$ cat src/rtl/dot_product_relu.sv
// dot_product_relu: Avalon-MM neuron accelerator.
// Computes y = act(bias + sum w[i]*x[i]) in signed fixed point. Weight and
// activation vectors are fetched from SDRAM through the master port. The
// result word is written back through the master port, and the CPU can
// also read it from slave offset 0.
//
// Slave handshake: a CPU access completes on a rising edge where
// slave_waitrequest is low. Master handshake: a request (read or write)
// completes on a rising edge where master_waitrequest is low, and read data
// arrives later on any edge with master_readdatavalid high. At most one
// read is outstanding at a time.
module dot_product_relu #(
    parameter int FRAC_BITS  = 16,
    parameter int WORD_BYTES = 4
) (
    input  logic        clk,
    input  logic        rst,
    // CPU configuration/status port
    output logic        slave_waitrequest,
    input  logic [3:0]  slave_address,
    input  logic        slave_read,
    output logic [31:0] slave_readdata,
    input  logic        slave_write,
    input  logic [31:0] slave_writedata,
    // SDRAM master port
    input  logic        master_waitrequest,
    output logic [31:0] master_address,
    output logic        master_read,
    input  logic [31:0] master_readdata,
    input  logic        master_readdatavalid,
    output logic        master_write,
    output logic [31:0] master_writedata
);

    typedef enum logic [2:0] {
        S_IDLE   = 3'd0,
        S_RD_W   = 3'd1,
        S_WAIT_W = 3'd2,
        S_RD_A   = 3'd3,
        S_WAIT_A = 3'd4,
        S_MAC    = 3'd5,
        S_WR_OUT = 3'd6
    } state_t;

    state_t state_q, state_d;

    // Configuration registers, writable from the CPU only while idle.
    logic [31:0] wbase_q;
    logic [31:0] abase_q;
    logic [31:0] bias_q;
    logic [31:0] len_q;
    logic [31:0] outaddr_q;
    logic        relu_en_q;

    // Run-time datapath registers.
    logic [31:0] acc_q, acc_d;
    logic [31:0] idx_q, idx_d;
    logic [31:0] w_q, w_d;
    logic [31:0] x_q, x_d;
    logic [31:0] result_q, result_d;
    logic [31:0] readdata_q;

    // Decoded helpers.
    logic               is_idle;
    logic               cfg_wr;
    logic               start;
    logic [31:0]        elem_off;
    logic [31:0]        idx_next;
    logic signed [63:0] prod;
    logic [31:0]        prod_scaled;
    logic [31:0]        relu_val;
    logic               unused_prod_bits;

    assign is_idle  = (state_q == S_IDLE);
    assign cfg_wr   = is_idle && slave_write;
    assign start    = cfg_wr && (slave_address == 4'd0);
    assign elem_off = idx_q * 32'(WORD_BYTES);
    assign idx_next = idx_q + 32'd1;

    // Full-precision signed product; the Q-format result keeps the 32 bits
    // just above the fractional LSBs, wrapping silently on overflow.
    assign prod             = $signed(w_q) * $signed(x_q);
    assign prod_scaled      = prod[FRAC_BITS+31:FRAC_BITS];
    assign unused_prod_bits = ^{prod[63:FRAC_BITS+32], prod[FRAC_BITS-1:0]};

    // Optional ReLU: negative accumulator values are clamped to zero.
    assign relu_val = (relu_en_q && acc_q[31]) ? 32'd0 : acc_q;

    // The CPU is stalled for the whole duration of a run.
    assign slave_waitrequest = !is_idle;
    assign slave_readdata    = readdata_q;

    // FSM state register and datapath registers.
    always_ff @(posedge clk or posedge rst) begin
        if (rst) begin
            state_q  <= S_IDLE;
            acc_q    <= 32'd0;
            idx_q    <= 32'd0;
            w_q      <= 32'd0;
            x_q      <= 32'd0;
            result_q <= 32'd0;
        end else begin
            state_q  <= state_d;
            acc_q    <= acc_d;
            idx_q    <= idx_d;
            w_q      <= w_d;
            x_q      <= x_d;
            result_q <= result_d;
        end
    end

    // Configuration register writes (offsets 1..6); offset 0 is the start strobe.
    always_ff @(posedge clk or posedge rst) begin
        if (rst) begin
            wbase_q   <= 32'd0;
            abase_q   <= 32'd0;
            bias_q    <= 32'd0;
            len_q     <= 32'd0;
            outaddr_q <= 32'd0;
            relu_en_q <= 1'b0;
        end else if (cfg_wr) begin
            case (slave_address)
                4'd1:    wbase_q   <= slave_writedata;
                4'd2:    abase_q   <= slave_writedata;
                4'd3:    bias_q    <= slave_writedata;
                4'd4:    len_q     <= slave_writedata;
                4'd5:    outaddr_q <= slave_writedata;
                4'd6:    relu_en_q <= slave_writedata[0];
                default: ;
            endcase
        end
    end

    // Registered CPU read data, valid the cycle after an accepted read.
    always_ff @(posedge clk or posedge rst) begin
        if (rst) begin
            readdata_q <= 32'd0;
        end else if (is_idle && slave_read) begin
            case (slave_address)
                4'd0:    readdata_q <= result_q;
                4'd1:    readdata_q <= wbase_q;
                4'd2:    readdata_q <= abase_q;
                4'd3:    readdata_q <= bias_q;
                4'd4:    readdata_q <= len_q;
                4'd5:    readdata_q <= outaddr_q;
                4'd6:    readdata_q <= {31'd0, relu_en_q};
                default: readdata_q <= 32'd0;
            endcase
        end
    end

    // Next-state logic, datapath updates and master port outputs.
    always_comb begin
        state_d          = state_q;
        acc_d            = acc_q;
        idx_d            = idx_q;
        w_d              = w_q;
        x_d              = x_q;
        result_d         = result_q;
        master_read      = 1'b0;
        master_write     = 1'b0;
        master_address   = 32'd0;
        master_writedata = 32'd0;

        case (state_q)
            S_IDLE: begin
                if (start) begin
                    acc_d   = bias_q;
                    idx_d   = 32'd0;
                    state_d = (len_q != 32'd0) ? S_RD_W : S_WR_OUT;
                end
            end
            S_RD_W: begin
                master_read    = 1'b1;
                master_address = wbase_q + elem_off;
                if (!master_waitrequest) begin
                    state_d = S_WAIT_W;
                end
            end
            S_WAIT_W: begin
                if (master_readdatavalid) begin
                    w_d     = master_readdata;
                    state_d = S_RD_A;
                end
            end
            S_RD_A: begin
                master_read    = 1'b1;
                master_address = abase_q + elem_off;
                if (!master_waitrequest) begin
                    state_d = S_WAIT_A;
                end
            end
            S_WAIT_A: begin
                if (master_readdatavalid) begin
                    x_d     = master_readdata;
                    state_d = S_MAC;
                end
            end
            S_MAC: begin
                acc_d   = acc_q + prod_scaled;
                idx_d   = idx_next;
                state_d = (idx_next < len_q) ? S_RD_W : S_WR_OUT;
            end
            S_WR_OUT: begin
                master_write     = 1'b1;
                master_address   = outaddr_q;
                master_writedata = relu_val;
                if (!master_waitrequest) begin
                    result_d = relu_val;
                    state_d  = S_IDLE;
                end
            end
            default: begin
                state_d = S_IDLE;
            end
        endcase
    end

endmodule

$ cat config.mk
export PLATFORM = sky130hd
export DESIGN_NAME = dot_product_relu
export DESIGN_NICKNAME = d
export VERILOG_FILES = /design/src/rtl/dot_product_relu.sv
export SDC_FILE = /design/constraint.sdc
export NUM_CORES = 2
export LEC_CHECK = 0
export BUFFER_PORTS_ARGS = -buffer_cell sky130_fd_sc_hd__buf_4
export CELL_PAD_IN_SITES_DETAIL_PLACEMENT = 1
export CELL_PAD_IN_SITES_GLOBAL_PLACEMENT = 1
export CORE_MARGIN = 2
export CORE_UTILIZATION = 40
export DETAILED_ROUTE_END_ITERATION = 16
export GPL_TIMING_DRIVEN = 0
export HOLD_SLACK_MARGIN = 0.08
export PLACE_DENSITY = 0.75
export SLEW_MARGIN = 10
export SYNTH_ARGS = -nofsm -noshare
export SYNTH_HDL_FRONTEND = slang
export SYNTH_SLANG_ARGS = --single-unit
export TNS_END_PERCENT = 50
$ cat constraint.sdc
create_clock -name clk -period 31.8 [get_ports clk]
set_input_delay 3.18 -clock clk [delete_from_list [all_inputs] [get_ports clk]]
set_output_delay 3.18 -clock clk [all_outputs]
set_load 0.01 [all_outputs]
# Yosys cells after proc, flatten, opt, wreduce, memory -nomap -nowiden
# Index checks and enable logic that the tools add are counted.
word_totals:
  mem_bits_ro: 0
  inputBits: 74
  latch_bits: 0
  ff_bits: 356
  out_inout_bits: 99
  memories: 0
  wordCells: 78
  ramBits: 0
op_classes:
  n_shift: 0
  order_cmp: 1
  div_mod_pow: 0
  muxes: 19
  bitwise: 1
  n_mul: 1
  n_reduce_logical: 21
  n_addsub: 4
  eq_ne: 18
op_table:
  columns: ["op", "count"]
  rows:
  - ["one-hot mux 32 bit (7 select lines)", 1]
  - ["two-way mux 32 bit", 4]
  - ["one-hot mux 32 bit (2 select lines)", 2]
  - ["adder 32 bit", 3]
  - ["one-hot mux 32 bit (3 select lines)", 1]
  - ["multiplier 32 x 32 -> 48 bit", 1]
  - ["adder 32 x 1 -> 32 bit, second input constant", 1]
  - ["< comparator 32 bit", 1]
  - ["nonzero test 32 bit", 1]
  - ["two-way mux 3 bit", 8]
  - ["one-hot mux 3 bit (7 select lines)", 1]
  - ["AND reduction 2 bit", 10]
  - ["equality test 4 x 3 -> 1 bit, second input constant", 3]
  - ["inequality test 2 bit, second input constant", 5]
  - ["equality test 3 bit, second input constant", 3]
  - ["equality test 4 x 2 -> 1 bit, second input constant", 2]
  - ["equality test 3 x 2 -> 1 bit, second input constant", 2]
  - ["AND reduction 6 bit", 1]
  - ["equality test 4 x 1 -> 1 bit, second input constant", 1]
  - ["logical AND 1 bit", 4]
  - ["zero test 4 bit", 1]
  - ["equality test 3 x 1 -> 1 bit, second input constant", 1]
  - ["zero test 3 bit", 1]
  - ["two-way mux 1 bit", 2]
  - ["other kinds (5)", 5]

# Logic depth before layout (Yosys ltp)
depth:
  depth_word: 5
  ltp_mapped: 38
  ltp_nobuf: 37

# Worst setup path before layout
# Ideal clock, no wire load.
synth_timing:
  kind: "reg2reg"
  from: "reg w_q[20]"
  to: "reg acc_q[31]"
  slack_ps: 22968
  synth_period_minus_slack_ps: 8832
  t_arrival_ps: 8751
  setup_ps: 82
  path_stages_with_launch: 34
  path_buffers: 2
  required_time_ps: 31718
  path_cell_list: "dfrtp_1 clkbuf_1 clkbuf_1 nand2_1 fa_1 fa_1 fa_1 fa_1 inv_1 fa_1 fa_1 fa_1 fa_1 ha_1 a21o_1 a21o_1 a21oi_1 o21ai_0 nor3_2 nor2b_1 o21a_1 nor3_1 nor2_1 ha_1 a211o_1 a21o_1 a221o_1 a21o_1 a31o_1 a21o_1 o21ai_2 xnor2_1 or3_1 a31oi_1"
synth_between:
  elab_chain_cells: 3
synth_rtl:
  columns: ["element", "line_no", "text"]
  rows:
  - ["start: declaration", "58", "logic [31:0] w_q, w_d;"]
  - ["start signal: assignment", "106", "w_q <= w_d;"]
  - ["multiplier 32 x 32 -> 48 bit", "82", "assign prod = $signed(w_q) * $signed(x_q);"]
  - ["adder 32 bit", "200", "acc_d = acc_q + prod_scaled;"]
  - ["one-hot mux 32 bit (2 select lines)", "165", "case (state_q)"]
  - ["end signal: assignment", "97", "acc_q <= 32'd0;"]
  - ["end signal: assignment", "104", "acc_q <= acc_d;"]
  - ["end: declaration", "56", "logic [31:0] acc_q, acc_d;"]
# Every way passes these cells.
# A chain may end at the register's enable or synchronous reset.

# Worst setup path in the final report
layout_timing:
  from: "reg w_q[21]"
  to: "reg acc_q[31]"
# The elaborated chain is that of the path after synthesis.

==> results.md <==
* Count of state elements after synthesis at 356
* Post-detail-place hpwl at between 150,000 and 200,000 um
* Core area at approximately 120,000 um^2
* Final hold violations at 0
* Vias in the first global route at roughly 43,000
* Mean number of vias per cell at ~5.6
* Kind of launch point of the worst setup path: flop
* Number of setup buffers added after CTS at 0
* Cell type with the highest aggregate area in the netlist: sky130_fd_sc_hd__fa_1
* Clk root buf: sky130_fd_sc_hd__clkbuf_16
* Commonest register cell after synthesis: sky130_fd_sc_hd__dfrtp_1
* Count of different cell masters after synthesis at 75
* Cts hold-fix bufs at 0
* Initial core utilization at between 40% and 50%
* Synth Cell Area at approximately 48,000 um^2
* Storage element area at approximately 9000 um^2
* Largest stage delay on the critical path at about 1100 ps
* Net count of the mapped netlist at around 6,200
* Fraction of final layout cells with drive strength greater than 1 at between 10% and 20%
* Max-cap viol count at 0
* Hold path cells at 2
* Total Die Area at between 100,000 and 150,000 um^2
* Largest net degree at the start of global routing at approximately 110
* Achievable frequency at 0.0827 GHz
* Y dimension of the die at ~350 um
* Maximum number of buffers from clock root to sink at 3
* Final-report max-slew violation count at 0
* Initial antenna violation count at 8
* Critical path required time at between 30,000 and 40,000 ps
* Number of nets still failing antenna checks after routing at 0
* Total clock sinks at between 300 and 400
* Num CTS Buffers at 43
* Post-synthesis area per instance at between 9 and 10 um^2
* Clock latency on the worst-skew pair at between 600 and 700 ps
* Endpoint kind of the worst setup timing path: flop
* Die X-Extent at about 350 um
* Clock skew after layout at approximately 33 ps
* Class of the tightest hold or removal check: flop to flop
* Final clock period utilization by the worst path at around two fifths
* H-tree levels at 2
* Critical Path Slowest Stage Cell: sky130_fd_sc_hd__nor4_1
* RSZ-0062 raised after global routing: no
* Async SR Flop Fraction at 100%
* Synthesized netlist cell count at between 5,000 and 6,000
* EDFF count, synth at 0
* Fill cell instance count of the final layout at around 14,000
* Weighted congestion at the end of routability-driven global placement at between 0.9 and 1
* Post-CTS sizing at 0
* I/O pin count at approximately 170
* Part of the Yosys area used for sequential elements at 18.4%
* Area added between synthesis and finish at 10.4%
* Net count of the finished layout at ~6,400
* Post-Place Cells at between 6,000 and 7,000
* TritonCTS clock tree: yes
* Length in cells of the worst reg-to-reg path at 33
* Initial DRC count at around 3,200
* Final setup TNS at 0 ps
* Number of iterations in the first detailed-routing pass at 5
* Most frequent cell on the critical path: sky130_fd_sc_hd__fa_1
* Result of the run: finished, final reports clean
* Startpoint-to-endpoint class of the critical path: flop to flop
* Wire length of the first global-routing pass at ~270,000 um
* Area share of the largest cell type after synthesis at a little over a third
* Met2 routed WL at approximately 86,000 um
* Routed metal-1 wirelength at approximately 71,000 um
* Avg WL per Cell at 26.3 um
* Total via count after detailed routing at ~39,000
* Drt total wl at 182,000 um
* Total gr overflow at 0
* Transition time at the pin with the least slew margin at 1350 ps
* Relative max-transition margin at about a tenth
* Max layer used: met5
* Area of the multi-input gates at 35,300 um^2
* Met3 wire length at 13,100 um
* Count of endpoints failing setup in the final report at 0
* Worst Hold Margin at 491 ps
* Clock slew at reported path FFs at approximately 60 ps
* Final Instance Count excl. Fillers at between 6,000 and 7,000
* Overall fraction of global-route tracks in use at a little under a third
* Synthesis warning total at 0
* Final critical-path required period at around 12,000 ps
* Arrival time reported for the critical path endpoint at around 13,000 ps
* I/O Buffers at between 150 and 200
* Largest fanout on the critical path at 10
* Post-route DRC violation count at 0
* Floorplan row count at between 100 and 150
* Biggest area contributors in the synthesized netlist: sky130_fd_sc_hd__fa_1 35%, sky130_fd_sc_hd__dfrtp_1 18%, sky130_fd_sc_hd__ha_1 6.7%, sky130_fd_sc_hd__inv_1 6.6%, sky130_fd_sc_hd__and2_1 6.5%
-- sequential cells by signal, indices dropped and copies added (netlist names), 3 cells and up --
signal	flops
abase_q	32
acc_q	32
bias_q	32
idx_q	32
len_q	32
outaddr_q	32
result_q	32
slave_readdata	32
state_q	3
w_q	32
wbase_q	32
x_q	32
-- worst max-delay path, delay by kind of cell, from the launching register on --
kind	cells	cell delay, ps
AOI/OAI and AO/OA	11	2930
xor gates and xnor gates	2	510
adders and majority gates	10	4710
buffers and inverters	4	1430
DFF	1	340
and+or+nand+nor	6	2050
-- worst paths after layout --
path                                    start                 end  slack (ps)
max in group asynchronous                 rst       outaddr_q[19]       27330
max                                   w_q[21]           acc_q[31]       19710
min in group asynchronous                 rst              x_q[7]        2590
max reg2reg                           w_q[21]           acc_q[31]       19710
min                        slave_readdata[27]  slave_readdata[27]         490
min reg2reg                slave_readdata[27]  slave_readdata[27]         490
-- layout by cell type (no fill, tap or decap), types with 12 or more instances in the layout --
cell,instances
sky130_fd_sc_hd__or3_1,12
sky130_fd_sc_hd__nor4_1,12
sky130_fd_sc_hd__nor2b_1,24
sky130_fd_sc_hd__xnor2_1,93
sky130_fd_sc_hd__xor2_1,50
sky130_fd_sc_hd__o21a_1,14
sky130_fd_sc_hd__inv_1,848
sky130_fd_sc_hd__a211oi_1,13
sky130_fd_sc_hd__a31oi_1,25
sky130_fd_sc_hd__and2_1,501
sky130_fd_sc_hd__and3_1,48
sky130_fd_sc_hd__a221oi_1,35
sky130_fd_sc_hd__buf_4,168
sky130_fd_sc_hd__dfrtp_1,356
sky130_fd_sc_hd__fa_1,840
sky130_fd_sc_hd__mux2_2,255
sky130_fd_sc_hd__o21ai_0,170
sky130_fd_sc_hd__a21oi_1,79
sky130_fd_sc_hd__clkbuf_1,253
sky130_fd_sc_hd__nand3_1,39
sky130_fd_sc_hd__a21o_1,36
sky130_fd_sc_hd__nand2b_1,19
sky130_fd_sc_hd__nand4_1,15
sky130_fd_sc_hd__a22oi_1,69
sky130_fd_sc_hd__clkbuf_16,43
sky130_fd_sc_hd__nor3_1,18
sky130_fd_sc_hd__ha_1,260
sky130_fd_sc_hd__o21bai_1,12
sky130_fd_sc_hd__nor2_1,98
sky130_fd_sc_hd__nand2_1,715
sky130_fd_sc_hd__buf_1,23
-- synth_stat cells (39+ instances only) --
| cell | count |
|---|---|
| sky130_fd_sc_hd__a21oi_1 | 79 |
| sky130_fd_sc_hd__and3_1 | 48 |
| sky130_fd_sc_hd__o21ai_0 | 170 |
| sky130_fd_sc_hd__dfrtp_1 | 356 |
| sky130_fd_sc_hd__xor2_1 | 50 |
| sky130_fd_sc_hd__clkbuf_1 | 251 |
| sky130_fd_sc_hd__nor2_1 | 98 |
| sky130_fd_sc_hd__mux2_2 | 255 |
| sky130_fd_sc_hd__fa_1 | 840 |
| sky130_fd_sc_hd__inv_1 | 849 |
| sky130_fd_sc_hd__ha_1 | 260 |
| sky130_fd_sc_hd__nand2_1 | 715 |
| sky130_fd_sc_hd__a22oi_1 | 69 |
| sky130_fd_sc_hd__xnor2_1 | 93 |
| sky130_fd_sc_hd__and2_1 | 501 |
| sky130_fd_sc_hd__nand3_1 | 39 |
-- stage by stage --
step	setup WS, ps	area, um^2	utilization, %
final	19710	53400	44.5
after global routing	19470	53400	44.5
after CTS	19760	53400	44.5
after detailed placement	19810	51800	43.2
after global placement	13690	51700	43.1
after floorplan	18740	48400	-
-- final cells by class --
class	count	share of cell area, %
Multi-Input combinational cell	3567	66.0
Clock inverter	27	0.813
Timing Repair Buffer	174	2.57
Clock buffer	53	2.23
Inverter	850	5.98
Tap cell	1612	3.77
Sequential cell	356	16.7
Antenna cell	2	0.00937
Buffer	275	1.93
-- metal layers --
layer | vias to the layer above | GRT usage (%)
li1 | 16100 | -
met1 | 20300 | 37.9
met2 | 1641 | 49.5
met3 | 498 | 4.54
met4 | 6 | 16.3
met5 | - | 0
-- cells by family (layout without fill, tap and decap cells) --
family | count (synthesis) | count (layout) | share of synthesized area (%)
other cells | 0 | 2 | 0
simple gates | 1526 | 1526 | 15.5
buf+inv | 1125 | 1379 | 8.73
fa+ha+maj | 1100 | 1100 | 41.5
mux | 258 | 258 | 6.00
xor+xnor | 143 | 143 | 2.59
flops | 356 | 356 | 18.4
compound gates | 540 | 540 | 7.35
Power is not shown: default switching activity piles up to over one toggle a cycle in this logic, so the estimate is an artifact.
